**src/rtl/imem_loader.sv**
```systemverilog
// Byte-stream program loader: assembles little-endian words from a length-prefixed
// stream and writes them into instruction memory while holding the core in reset.
module imem_loader #(
  parameter int P_DATA_WIDTH  = 32,
  parameter int P_ADDR_WIDTH  = 11,
  parameter int P_DEPTH_WORDS = 256
) (
  input  logic                    i_clk,
  input  logic                    i_rst,
  input  logic                    i_start,
  input  logic                    i_byte_valid,
  input  logic [7:0]              i_byte_data,
  output logic                    o_byte_ready,
  output logic                    o_we,
  output logic [P_ADDR_WIDTH-1:0] o_waddr,
  output logic [P_DATA_WIDTH-1:0] o_wdata,
  output logic                    o_cpu_hold,
  output logic                    o_done,
  output logic                    o_err
);

  localparam int LP_IDX_W = $clog2(P_DEPTH_WORDS) + 1;
  localparam int LP_WA_W  = P_ADDR_WIDTH - 2;

  typedef enum logic [2:0] {
    S_IDLE   = 3'd0,
    S_LEN_LO = 3'd1,
    S_LEN_HI = 3'd2,
    S_DATA   = 3'd3,
    S_WRITE  = 3'd4,
    S_DONE   = 3'd5,
    S_ERR    = 3'd6
  } t_state;

  t_state                  r_state;
  t_state                  w_next;
  logic                    w_accept;
  logic [15:0]             w_len_full;
  logic [LP_IDX_W-1:0]     w_widx_inc;
  logic [15:0]             r_len;
  logic [LP_IDX_W-1:0]     r_word_idx;
  logic [1:0]              r_byte_idx;
  logic [P_DATA_WIDTH-1:0] r_buf;
  logic                    r_byte_ready;
  logic                    r_we;
  logic [P_ADDR_WIDTH-1:0] r_waddr;
  logic [P_DATA_WIDTH-1:0] r_wdata;
  logic                    r_cpu_hold;
  logic                    r_done;
  logic                    r_err;

  assign o_byte_ready = r_byte_ready;
  assign o_we         = r_we;
  assign o_waddr      = r_waddr;
  assign o_wdata      = r_wdata;
  assign o_cpu_hold   = r_cpu_hold;
  assign o_done       = r_done;
  assign o_err        = r_err;

  // Next-state decode; the length check uses the full 16-bit header value.
  always_comb begin
    w_next     = r_state;
    w_accept   = i_byte_valid & r_byte_ready;
    w_len_full = {i_byte_data, r_len[7:0]};
    w_widx_inc = r_word_idx + LP_IDX_W'(1);
    case (r_state)
      S_IDLE: begin
        if (i_start) w_next = S_LEN_LO;
        else         w_next = S_IDLE;
      end
      S_LEN_LO: begin
        if (w_accept) w_next = S_LEN_HI;
        else          w_next = S_LEN_LO;
      end
      S_LEN_HI: begin
        if (!w_accept) w_next = S_LEN_HI;
        else if ((w_len_full == 16'd0) || (w_len_full > 16'(P_DEPTH_WORDS))) w_next = S_ERR;
        else w_next = S_DATA;
      end
      S_DATA: begin
        if (w_accept && (r_byte_idx == 2'd3)) w_next = S_WRITE;
        else                                  w_next = S_DATA;
      end
      S_WRITE: begin
        if (16'(w_widx_inc) == r_len) w_next = S_DONE;
        else                          w_next = S_DATA;
      end
      S_DONE:  w_next = S_IDLE;
      S_ERR: begin
        if (i_start) w_next = S_LEN_LO;
        else         w_next = S_ERR;
      end
      default: w_next = S_IDLE;
    endcase
  end

  // State register.
  always_ff @(posedge i_clk or posedge i_rst) begin
    if (i_rst) r_state <= S_IDLE;
    else       r_state <= w_next;
  end

  // Datapath and outputs, registered from the next state so they align with it.
  always_ff @(posedge i_clk or posedge i_rst) begin
    if (i_rst) begin
      r_len        <= 16'd0;
      r_word_idx   <= '0;
      r_byte_idx   <= 2'd0;
      r_buf        <= '0;
      r_byte_ready <= 1'b0;
      r_we         <= 1'b0;
      r_waddr      <= '0;
      r_wdata      <= '0;
      r_cpu_hold   <= 1'b1;
      r_done       <= 1'b0;
      r_err        <= 1'b0;
    end else begin
      r_byte_ready <= (w_next == S_LEN_LO) || (w_next == S_LEN_HI) || (w_next == S_DATA);
      r_we         <= (w_next == S_WRITE);
      r_done       <= (w_next == S_DONE);
      r_err        <= (w_next == S_ERR);
      if (w_next == S_DONE)      r_cpu_hold <= 1'b0;
      else if (w_next != S_IDLE) r_cpu_hold <= 1'b1;
      else                       r_cpu_hold <= r_cpu_hold;
      case (r_state)
        S_LEN_LO: if (w_accept) r_len[7:0] <= i_byte_data;
        S_LEN_HI: begin
          if (w_accept) begin
            r_len[15:8] <= i_byte_data;
            r_word_idx  <= '0;
            r_byte_idx  <= 2'd0;
          end
        end
        S_DATA: begin
          if (w_accept) begin
            r_buf      <= {i_byte_data, r_buf[P_DATA_WIDTH-1:8]};
            r_byte_idx <= r_byte_idx + 2'd1;
            if (r_byte_idx == 2'd3) begin
              r_wdata <= {i_byte_data, r_buf[P_DATA_WIDTH-1:8]};
              r_waddr <= {LP_WA_W'(r_word_idx), 2'b00};
            end
          end
        end
        S_WRITE: r_word_idx <= w_widx_inc;
        default: r_len <= r_len;
      endcase
    end
  end

endmodule

```
**config.mk**
```make
export PLATFORM = sky130hd
export DESIGN_NAME = imem_loader
export DESIGN_NICKNAME = d
export VERILOG_FILES = /design/src/rtl/imem_loader.sv
export SDC_FILE = /design/constraint.sdc
export NUM_CORES = 1
export LEC_CHECK = 0
export ABC_AREA = 1
export ABC_CLOCK_PERIOD_IN_PS = 3500
export BUFFER_PORTS_ARGS = -buffer_cell sky130_fd_sc_hd__buf_2
export CELL_PAD_IN_SITES_DETAIL_PLACEMENT = 1
export CELL_PAD_IN_SITES_GLOBAL_PLACEMENT = 2
export CORE_MARGIN = 5
export CORE_UTILIZATION = 34
export CTS_CLUSTER_SIZE = 12
export DETAILED_ROUTE_END_ITERATION = 8
export PLACE_DENSITY_LB_ADDON = 0.15
export SETUP_SLACK_MARGIN = 0.5
export SYNTH_ARGS = -nofsm -noshare
export SYNTH_HDL_FRONTEND = slang
export SYNTH_SLANG_ARGS = --single-unit
```
**constraint.sdc**
```tcl
create_clock -name i_clk -period 3.5 [get_ports i_clk]
set_clock_uncertainty 0.05 [all_clocks]
set_input_delay 0.35 -clock i_clk [delete_from_list [all_inputs] [get_ports i_clk]]
set_output_delay 0.35 -clock i_clk [all_outputs]
set_load 0.05 [all_outputs]
```
Word level (Yosys, flattened, before mapping)
Index checks and enable logic that the tools add are counted.
{"block": "word_totals", "register_bits": 108, "output_inout_bits": 48, "in_bits": 12}
{"block": "op_classes", "add_sub_neg": 2, "n_lt_le_gt_ge": 1, "eq_ne": 15, "reduce_logical": 16, "bitwise": 1, "mux": 15}
{"op": "case mux 3 bit (6 select lines)", "n": 1}
{"op": "case mux 9 bit (2 select lines)", "n": 1}
{"op": "equality test 9 x 16 -> 1 bit", "n": 1}
{"op": "greater-than comparator 16 x 9 -> 1 bit, second input constant", "n": 1}
{"op": "zero test 16 bit", "n": 1}
{"op": "equality test 3 bit, second input constant", "n": 5}
{"op": "two-way mux 3 bit", "n": 5}
{"op": "equality test 3 x 2 -> 1 bit, second input constant", "n": 4}
{"op": "adder 9 x 1 -> 9 bit, second input constant", "n": 1}
{"op": "two-way mux 9 bit", "n": 1}
{"op": "AND reduction 2 bit", "n": 4}
{"op": "equality test 3 x 1 -> 1 bit, second input constant", "n": 2}
{"op": "two-way mux 2 bit", "n": 3}
{"op": "AND reduction 3 bit", "n": 2}
{"op": "nonzero test 2 bit", "n": 3}
{"op": "!= test 2 bit, second input constant", "n": 2}
{"op": "case mux 2 bit (2 select lines)", "n": 1}
{"op": "zero test 3 bit", "n": 1}
{"op": "logical OR 1 bit", "n": 3}
{"op": "two-way mux 1 bit", "n": 3}
{"op": "nonzero test 3 bit", "n": 1}
{"op": "adder 2 x 1 -> 2 bit, second input constant", "n": 1}
{"op": "equality test 2 bit, second input constant", "n": 1}
{"op": "AND 1 bit", "n": 1}
{"op": "logical AND 1 bit", "n": 1}

Depth between registers and ports, before layout
Gate-level depths: netlist (run 1).
{"block": "depth", "depth_word": 8, "depth_mapped": 14, "mapped_depth_nobuf": 14}

Worst setup path after synthesis (run 1)
No wires, ideal clock.
{"block": "synth_timing", "path_type": "flip-flop to flip-flop", "startpoint": "reg r_byte_ready (netlist: o_byte_ready)", "endpoint": "reg r_waddr[10] (netlist: o_waddr[10])", "path_slack_ps": 1659, "path_buffers": 2, "period_less_slack_ps": 1841, "t_arrival_ps": 1668, "setup_time_ps": 122, "stages_incl_launch_ff": 10, "path_cell_list": "dfrtp_1 -> nand2_1 -> nor2_2 -> inv_2 -> nor2_2 -> inv_2 -> buf_6 -> clkbuf_1 -> nand2_1 -> o21ai_1"}
{"block": "synth_between", "elab_chain_len": 2}
{"item": "start: declaration", "line_no": "44", "text": "logic r_byte_ready;"}
{"item": "start signal: assignment", "line_no": "118", "text": "r_byte_ready <= (w_next == S_LEN_LO) || (w_next == S_LEN_HI) || (w_next == S_DATA);"}
{"item": "AND 1 bit", "line_no": "63", "text": "w_accept = i_byte_valid & r_byte_ready;"}
{"item": "AND reduction 3 bit (no line)"}
{"item": "end signal: assignment", "line_no": "140", "text": "r_waddr <= {LP_WA_W'(r_word_idx), 2'b00};"}
{"item": "end: declaration", "line_no": "46", "text": "logic [P_ADDR_WIDTH-1:0] r_waddr;"}
Every way passes these cells.
A chain may end at the register's enable or synchronous reset.

Worst setup path after layout (run 1)
{"block": "layout_timing", "startpoint": "reg r_state[1]", "endpoint": "reg r_cpu_hold (netlist: o_cpu_hold)"}
{"block": "layout_between", "elab_chain_len": 4}
{"item": "start: declaration", "line_no": "35", "text": "t_state r_state;"}
{"item": "start signal: assignment", "line_no": "100", "text": "else r_state <= w_next;"}
{"item": "equality test 3 bit (tied with other cells)", "line_no": "66", "text": "case (r_state)"}
{"item": "case mux 3 bit (6 select lines) *", "line_no": "66"}
{"item": "named net w_next[0]", "line_no": "36", "text": "t_state w_next;"}
{"item": "equality test 3 bit / nonzero test 3 bit (equally long branches)", "line_no": "122, 123"}
{"item": "two-way mux 1 bit / nonzero test 2 bit (equally long branches)"}
{"item": "end signal: assignment", "line_no": "124", "text": "else r_cpu_hold <= r_cpu_hold;"}
{"item": "end: declaration", "line_no": "48", "text": "logic r_cpu_hold;"}
The timed path passes the listed nets; every way through them passes the cells marked *.

==> flow_summary.ini, run 1 <==
[clock_tree]
cts.repair.resized = 0
cts_max_level = 3
clockBufferDepth = 2
cts_root_buffer = clkbuf_16
cts_tree = built
cts_sinks = 100
cts_made_buffers = 9
clkSlewWorstSetupHoldPaths_ns = 0.07
clk_latency_ns = 0.34

[grt]
antenna_found_initial = 0
grt_max_degree = 83
grt_pass1_wl_um = 18540
grt-ovfl-total = 0
grt_use_total_pct = 15.85
grt_pass1_vias = 3569

[run]
maxCapViolations = 0

[final_layout]
layout.cells.non_filler = 737
final_nets = 574
final_cell_area_sq_um = 5071
antenna_cells = 0
drive_gt1_share_pct = 16.28
nFillCells = 1522
area_delta_synth_final_pct = 17.79

[logic_synthesis]
synth_cell_type_count = 28
avgSynthCellArea_sq_um = 8.526
synth_compound_area_share_pct = 12.38
netlist.area_leader.share_pct = 57.54
netlist_area_sq_um = 4305
yosysWarnings = 0
postSynthCellCount = 505
synth_top_family_by_area = simple AND/OR/NAND/NOR gates
synth_edf_count = 0
yosys.area_share.adder_pct = 0.5812
ys_ff_latch = 100
async_flop_share_pct = 100.0
muxShareOfSynthArea_pct = 0
synth_common_cells = 139 x nand2_1, 99 x dfrtp_1, 62 x inv_1
yosys-top-cells-area = dfrtp_1 58%, nand2_1 12%, o21ai_0 6.4%
yosysSeqAreaShare_pct = 58.15
synth.most_common_cell = nand2_1
synth_area_leader_cell = dfrtp_1
ys.flop_type = dfrtp_1
synthSimpleGateAreaFrac_pct = 21.04
synthXorXnorAreaFrac_pct = 0

[timing]
setup_slack_ns = 1.476
max_slew_margin_pct = 46.39
tightest_slew_ns = 0.8041
finalHoldViolations = 0
setup_tns_ns = 0
rsz0062_at_grt = false
setup_violations = 0
period_share_pct = 57.83
fin_crit_ns = 2.024
fmax_ghz = 0.4940
worst_hold_slack_ns = 0.1819
drv_slew = 0

[floorplan]
io_pins = 60
rows = 41
chipHeight_um = 122.5
die_area_sq_um = 15010
start_util_pct = 34.40
die_width_um = 122.5
core_sq_um = 12520

[setup_path]
cp.required_ns = 3.73
end_kind = flop
startpoint = r_state[1]
worstSetupEndpoint = o_cpu_hold
reg2reg_to = o_cpu_hold
arrival_ns = 2.25
worst-r2r-setup-slack_ns = 1.48
rr_startpoint = r_state[1]
critPathMaxFanout = 9
ff2ff_path_depth = 9
start_kind = flop
crit_type = flop to flop

[detailed_routing]
drt-total-wl_um = 10960
drt-initial-drc-count = 177
vias_per_cell = 4.620
wl_per_cell_um = 14.87
vias = 3405
drc = 0
dr.pass1.iters = 4
antenna_left = 0

[place]
dp_hpwl_um = 7834
dp.cells = 720
port_buffers = 57
placed_cell_area_sq_um = 4758
place.gp.congestion = 0.8357
place_ws_ns = 1.458

[power_and_ir_drop]
power.density_nw_per_um2 = 978.5
vdd_ir_drop_max_mv = 0.3379
p_leak_nw = 2.533

[status]
status = complete, no violations

[min_path]
hp-class = input port to flop
[worst min path at each step]
stage                              start            end  cells after the start
after floorplan            r_byte_idx[0]  r_byte_idx[0]                      1
after global placement             i_rst       r_buf[8]                      2
after detailed placement           i_rst       r_buf[8]                      2
after CTS                 i_byte_data[2]      r_buf[26]                      3
after global routing      i_byte_data[1]      r_buf[25]                      3
final                     i_byte_data[2]      r_buf[26]                      3
[power breakdown]
group	switching, W	internal [W]	leakage (nW)
logic	0.00147	0.000518	1.08
registers	0.000330	0.00163	1.31
clock network	0.000439	0.000577	0.146
total	0.00224	0.00273	2.53
[timing repair]
action,4_1_cts,5_1_grt
endpoints found under the hold margin,19,0
hold buffers,1,0
buffers inserted,0,0
[layout by cell type, fill, tap and decap left out, types with 2 or more instances in the layout]
cell        synthesis  final
clkbuf_16           0      9
o21ai_0            55     55
clkinvlp_4          0      2
inv_1              62     61
ha_1                2      2
o21ai_1            37     37
nor2_1             26     26
nand3_1            31     31
nand3b_1            2      2
o21ai_2             2      2
buf_4               2      2
conb_1              1      2
o22ai_1             4      4
inv_2               3      3
a21oi_1             3      3
nand4_1             4      4
nor2_2              7      7
buf_2               6     57
nor3_1              3      3
dfrtp_1            99     99
nand2_1           139    139
[through the flow]
stage,utilization (%),power [W]
floorplan,-,0.003430
global placement,38.01,0.003951
detailed placement,38.01,0.003999
CTS,40.51,0.005047
global route,40.51,0.005353
finish,40.51,0.004962
[critical path: stages, from the launching register on]
cell	delay, ns
dfrtp_1	0.44
nor3_2	0.64
inv_2	0.24
nand3_1	0.14
a21oi_1	0.06
o21ai_2	0.08
inv_1	0.06
nand3_1	0.10
nor2_1	0.05
nor2_1	0.09
[layout make-up]
class	count	area [sq um]	share of cell area, %
sequential	100	2504	49.37
multi-input combinational	323	1471	29.02
timing repair buffer	61	330.3	6.514
tap	172	215.2	4.244
clock buffer	11	242.7	4.787
inverter	65	247.7	4.885
clock inverter	5	60.06	1.184
[registers in the layout, summed over array words and instances (netlist names), 2 cells and up]
signal      cells
r_state         3
r_buf          24
r_word_idx      9
r_len          16
r_byte_idx      2
o_wdata        32
o_waddr         9
[cells by family (layout without fill, tap and decap cells)]
kind of cell    Yosys count  after routing
buf+inv                  83            142
compound gates          103            103
simple gates            216            216
flops                   100            100
other cells               1              2
fa+ha+maj                 2              2
[routing by layer]
layer	vias to the layer above	part of all wire [%]	track usage, %
met1	1612	51	23.24
met2	62	43	23.50
li1	1717	-	-
met3	14	3.6	2.396
met4	0	1.9	6.368
met5	-	0	0
(Power assumes the default switching activity.)
==> inputs of run 2 (changes only) <==
ABC_AREA = 0   (was 1)
ABC_CLOCK_PERIOD_IN_PS = 1700   (was 3500)
CORE_UTILIZATION = 35   (was 34)
clock period = 1.7 ns   (was 3.5 ns; I/O delays follow)
==> run 2 against run 1 <==
Net effect:
- the run now ends with negative setup slack left
- flip-flop and latch count unchanged
- fmax is 5.0% higher
- sequential share of layout area is 13 points lower
- combinational power increased to 2.8 times the previous value
- synthesized cell count shrank 33%
- power increased by 130%
- non-clock buffer count up 93
- clock power grew 110%
- hold slack got worse by 0.10 ns
- clock-buffer cell count is 1 higher
- largest power group unchanged
==> flow_summary.ini, run 2 <==
[setup_path]
crit_chain = or4_4, o21ai_2, nor3b_4, o21ai_2, a211oi_2
crit_slowest_cell = or4_4
critPathMostFrequentCell = o21ai_2
critPathMaxFanout = 4
crit_type = flop to flop
cp.buffers_inverters = 0
path_delay_family = simple AND/OR/NAND/NOR gates
cp.required_ns = 1.91
start_kind = flop
ff2ff_path_depth = 5
end_kind = flop
arrival_ns = 2.13
crit_cells = 5
slowest_delay_ns = 0.58

[grt]
grt_pass1_wl_um = 19020
grt_max_degree = 31
antenna_found_initial = 0
busiest_layer = met2
grt_use_total_pct = 16.43
grtUsageMet3_pct = 4.332
use_met1_pct = 21.36
grt.met2_usage_pct = 27.65
grt_pass1_vias = 3607
grt-ovfl-total = 0

[power_and_ir_drop]
p_sw_share_pct = 37.26
pwr-share-comb_pct = 48.3
switching_power_w = 0.004321
p_leak_nw = 3.219
vdd_ir_drop_max_mv = 0.9253
pwr-share-clk_pct = 18.3
internal-power_w = 0.007277
power.density_nw_per_um2 = 1666
pwr-share-seq_pct = 33.4

[clock_tree]
cts_tree = built
clkSlewWorstSetupHoldPaths_ns = 0.07
cts_max_level = 3
clk_latency_ns = 0.35
cts_made_buffers = 9
clockBufferDepth = 2
cts_sinks = 100
cts_root_buffer = clkbuf_16

[logic_synthesis]
synth_common_cells = 99 x dfrtp_1, 74 x mux2_2, 18 x nand2_1
synth_area_leader_cell = dfrtp_1
synth_edf_count = 0
synth_cell_type_count = 59
yosys-top-cells-area = dfrtp_1 56%, mux2_2 19%, mux2_1 2.0%
ys_ff_latch = 100
yosysWarnings = 0
yosysSeqAreaShare_pct = 56.77
netlist_area_sq_um = 4410
netlist.area_leader.share_pct = 56.17
synth.most_common_cell = dfrtp_1
async_flop_share_pct = 100.0
postSynthCellCount = 340
ys.flop_type = dfrtp_1
avgSynthCellArea_sq_um = 12.97

[detailed_routing]
wl_per_cell_um = 19.48
vias = 3307
drt-total-wl_um = 12940
vias_per_cell = 4.980
dr.pass1.iters = 4
drt-initial-drc-count = 134
antenna_left = 0
drc = 0

[place]
dp_hpwl_um = 8112
place.gp.congestion = 0.8015
port_buffers = 57

[floorplan]
core_sq_um = 12470
die_area_sq_um = 14950
chipHeight_um = 122.3
io_pins = 60
rows = 41
start_util_pct = 35.38
die_width_um = 122.3

[final_layout]
final_common_cell = dfrtp_1
drive_gt1_share_pct = 67.89
largest_reg_flops = 32
final_nets = 501
area_delta_synth_final_pct = 57.84
final_cell_mix = 90 x dfrtp_1, 85 x buf_4, 55 x mux2_4, 27 x mux2_2
nFillCells = 1244
postLayoutCoreUtil_pct = 55.85
antenna_cells = 0

[min_path]
hp-class = input port to flop
holdPathStages = 2

[timing]
max_slew_margin_pct = 63.65
tightest_slew_ns = 0.5441
fmax_ghz = 0.5187
fin_crit_ns = 1.928
finalHoldViolations = 0
setup_violations = 80
setup_tns_ns = -8.349
setup_slack_ns = -0.2279
drv_slew = 0
rsz0062_at_grt = true
period_share_pct = 113.4

[status]
status = finished with violations
violations = negative setup slack

[run]
maxCapViolations = 0
==> run 2: layer usage <==
metal,part of all wire (%),up-vias
li1,-,1519
met1,46,1721
met2,49,53
met3,3.2,14
met4,1.4,0
met5,0,-
==> run 2: logic make-up after synthesis <==
| logic type | Yosys count | share of synthesized area [%] |
|---|---|---|
| AO/OA/AOI/OAI | 48 | 7.206 |
| XOR/XNOR | 9 | 1.787 |
| adder cells (fa/ha/maj) | 2 | 0.5673 |
| buffers and inverters | 22 | 2.524 |
| flip-flops | 100 | 56.77 |
| multiplexers | 82 | 20.94 |
| other | 1 | 0.08502 |
| AND/OR/NAND/NOR | 76 | 10.13 |
==> run 2: timing repair <==
item                                    4_1_cts  5_1_grt
endpoints found under the setup margin      116      130
buffers inserted                              9       19
gates cloned                                  0        7
hold buffers                                  1        0
resized for setup                            92      154
hold endpoints to repair                     16        0
pin swaps                                    16       27
==> run 2: power by group through the flow <==
stage | registers (W) | logic (W) | clock network, W
2_1_floorplan | 0.00462 | 0.00186 | 0
3_3_place_gp | 0.00378 | 0.00394 | 0
3_5_place_dp | 0.00385 | 0.00403 | 0
4_1_cts | 0.00381 | 0.00460 | 0.00219
5_1_grt | 0.00397 | 0.00594 | 0.00229
6_report | 0.00387 | 0.00561 | 0.00212
==> run 2: path summary, 6_finish.rpt <==
kind	from	end	slack (ns)
max	r_len[0]	o_byte_ready	-0.23
min	i_byte_data[2]	r_buf[26]	0.08
max reg2reg	r_len[0]	o_byte_ready	-0.23
min reg2reg	r_buf[14]	o_wdata[6]	0.46
max in group asynchronous	i_rst	o_cpu_hold	0.66
min in group asynchronous	i_rst	r_buf[27]	0.38
==> run 2: final cells by class <==
cell class / instances / area [sq um] / share of cell area [%]
tap: 172 / 215.2 / 3.091
sequential: 100 / 2515 / 36.13
clock buffer: 12 / 246.5 / 3.541
inverter: 3 / 17.52 / 0.2516
clock inverter: 4 / 56.30 / 0.8088
timing repair buffer: 154 / 1459 / 20.96
multi-input combinational: 219 / 2452 / 35.23
==> run 2: per-stage QoR <==
step           setup slack [ns]  hold WS, ns  instance area (sq um)  total power, W  cells
4_1_cts                 -0.2007      0.06393                   6116         0.01060    638
3_5_place_dp            -0.2138       0.2003                   5423        0.007877    612
2_1_floorplan           -0.1342       0.2517                   4528        0.006472    341
3_3_place_gp            -0.2231       0.1973                   5423        0.007724    612
5_1_grt                 -0.2945      0.08639                   6962         0.01220    664
6_report                -0.2279      0.08074                   6962         0.01160    664
==> run 2: worst reg2reg max path, stage by stage, from the launching register on <==
cell and delay [ns]:
dfrtp_1 0.40, or4_4 0.58, o21ai_2 0.16, nor3b_4 0.30
o21ai_2 0.12, a211oi_2 0.22
==> inputs of run 3 (changes only) <==
CORE_ASPECT_RATIO = 1.2   (was unset)
==> run 3 against run 2 <==
Net effect:
- largest power group unchanged
- die area barely moved
- the run still ends with negative setup slack left
- hold slack gained 0.032 ns
- power shrank 0.65%
- fmax is 0.13% higher
- highest routed layer unchanged
- register-to-register slack hardly changed
- utilization decreased by 0.93 points
- final cell count down 2.3%
- sequential share of layout area increased by 0.50 points
- sequential power fell by 1%
- non-clock buffer count is 7 lower
- largest cell class unchanged
- clock-buffer cell count down 3
==> flow_summary.ini, run 3 (synthesized netlist as in run 2, its figures left out) <==
[detailed_routing]
wl_met3_um = 355
drt-total-wl_um = 12920
routed.top_layer = met4
vias_per_cell = 5.014
wl_met2_um = 6804
drt-initial-drc-count = 115
dr.pass1.iters = 4
detail_route.wirelength.met1_um = 5573
antenna_left = 0
vias = 3254
drc = 0
wl_per_cell_um = 19.90

[place]
port_buffers = 57
dp_hpwl_um = 7701
place.gp.congestion = 0.8342
dp.cells = 600

[setup_path]
critPathMaxFanout = 4
arrival_ns = 2.13
cp.required_ns = 1.91
end_kind = flop
crit_type = flop to flop
start_kind = flop

[final_layout]
nFillCells = 1249
largest_reg_flops = 32
regArea_sq_um = 2514
antenna_cells = 0
final_cell_mix = 91 x dfrtp_1, 69 x buf_4, 65 x mux2_4, 27 x clkbuf_4, 18 x buf_2
multi_input_area_sq_um = 2420
final_common_cell = dfrtp_1
postLayoutCoreUtil_pct = 54.91
final_nets = 494
area_delta_synth_final_pct = 55.63
layout.cells.non_filler = 649
drive_gt1_share_pct = 66.19

[grt]
grt_pass1_vias = 3476
antenna_found_initial = 0
grt_use_total_pct = 16.12
grt_pass1_wl_um = 19160
grt-ovfl-total = 0
grt_max_degree = 59

[floorplan]
die_width_um = 112.5
core_sq_um = 12500
chipHeight_um = 133.0
start_util_pct = 35.29
rows = 45
die_area_sq_um = 14960
io_pins = 60

[timing]
worst_hold_slack_ns = 0.1131
fmax_ghz = 0.5193
drv_slew = 0
finalHoldViolations = 0
setup_violations = 48
setup_tns_ns = -8.791
period_share_pct = 113.3
setup_slack_ns = -0.2255
fin_crit_ns = 1.926
rsz0062_at_grt = true

[clock_tree]
cts_root_buffer = clkbuf_16
clockBufferDepth = 2
cts_sinks = 100
cts_tree = built
cts_max_level = 3
cts_made_buffers = 9
clkSlewWorstSetupHoldPaths_ns = 0.07
clk_latency_ns = 0.34

[run]
maxCapViolations = 0

[status]
status = finished with violations
violations = negative setup slack

[power_and_ir_drop]
p_leak_nw = 3.259
power.density_nw_per_um2 = 1679
finalPower_w = 0.01152
vdd_ir_drop_max_mv = 0.7270

[min_path]
hp-class = input port to flop
run 3: changes by cell type in the layout (fill, tap and decap cells not counted), sizes merged:
cell    previous run  this run
inv                4         5
clkbuf            33        42
buf              132       113
clkinv             1         3
run 3: path summary, 6_finish.rpt:
check	from	to	slack (ns)	depth (start not counted)
max in group asynchronous	i_rst	r_word_idx[1]	0.72	4
hold / removal	i_byte_data[2]	r_len[10]	0.11	2
setup / recovery	r_len[0]	o_byte_ready	-0.23	5
min in group asynchronous	i_rst	o_wdata[28]	0.28	3
hold reg to reg	o_wdata[2]	o_wdata[2]	0.44	1
setup reg to reg	r_len[0]	o_byte_ready	-0.23	5
run 3: what timing repair did:
item                                    4_1_cts  5_1_grt
cloned                                        2        7
setup buffers                                13       10
hold endpoints to repair                      7        0
endpoints found under the setup margin      107      135
hold buffers                                  1        0
resized for setup                           124       97
pin swaps                                    16       13
run 3: cell type report:
type                    instances  share of cell area, %
repair buffers                147                  20.42
multi-input cells             219                  35.25
well taps                     164                  2.989
clock inverters                 7                  1.185
inverters                       3                 0.2552
clock buffers                   9                  3.281
flip-flops and latches        100                  36.62
run 3: critical path, stage by stage (launching register included):
cell      delay (ns)
dfrtp_1         0.40
or4_4           0.55
o21ai_2         0.16
nor3b_4         0.35
o21ai_2         0.14
a211oi_2        0.20
run 3: layer usage:
| layer | vias to the layer above | track usage (%) |
|---|---|---|
| li1 | 1511 | - |
| met5 | - | 0 |
| met3 | 11 | 2.608 |
| met4 | 0 | 4.876 |
| met1 | 1684 | 20.77 |
| met2 | 48 | 27.77 |
run 3: metrics by stage:
step	setup WS, ns	area, sq um
6_report	-0.2255	6864
5_1_grt	-0.2931	6864
4_1_cts	-0.2077	6306
3_5_place_dp	-0.1828	5383
3_3_place_gp	-0.1621	5383
2_1_floorplan	-0.1342	4528
run 3: where the power goes:
| part | internal (W) | total [W] | switching, W |
|---|---|---|---|
| sequential | 0.00323 | 0.00383 | 0.000608 |
| clock | 0.00117 | 0.00212 | 0.000953 |
| combinational | 0.00285 | 0.00557 | 0.00272 |
| total | 0.00724 | 0.0115 | 0.00428 |
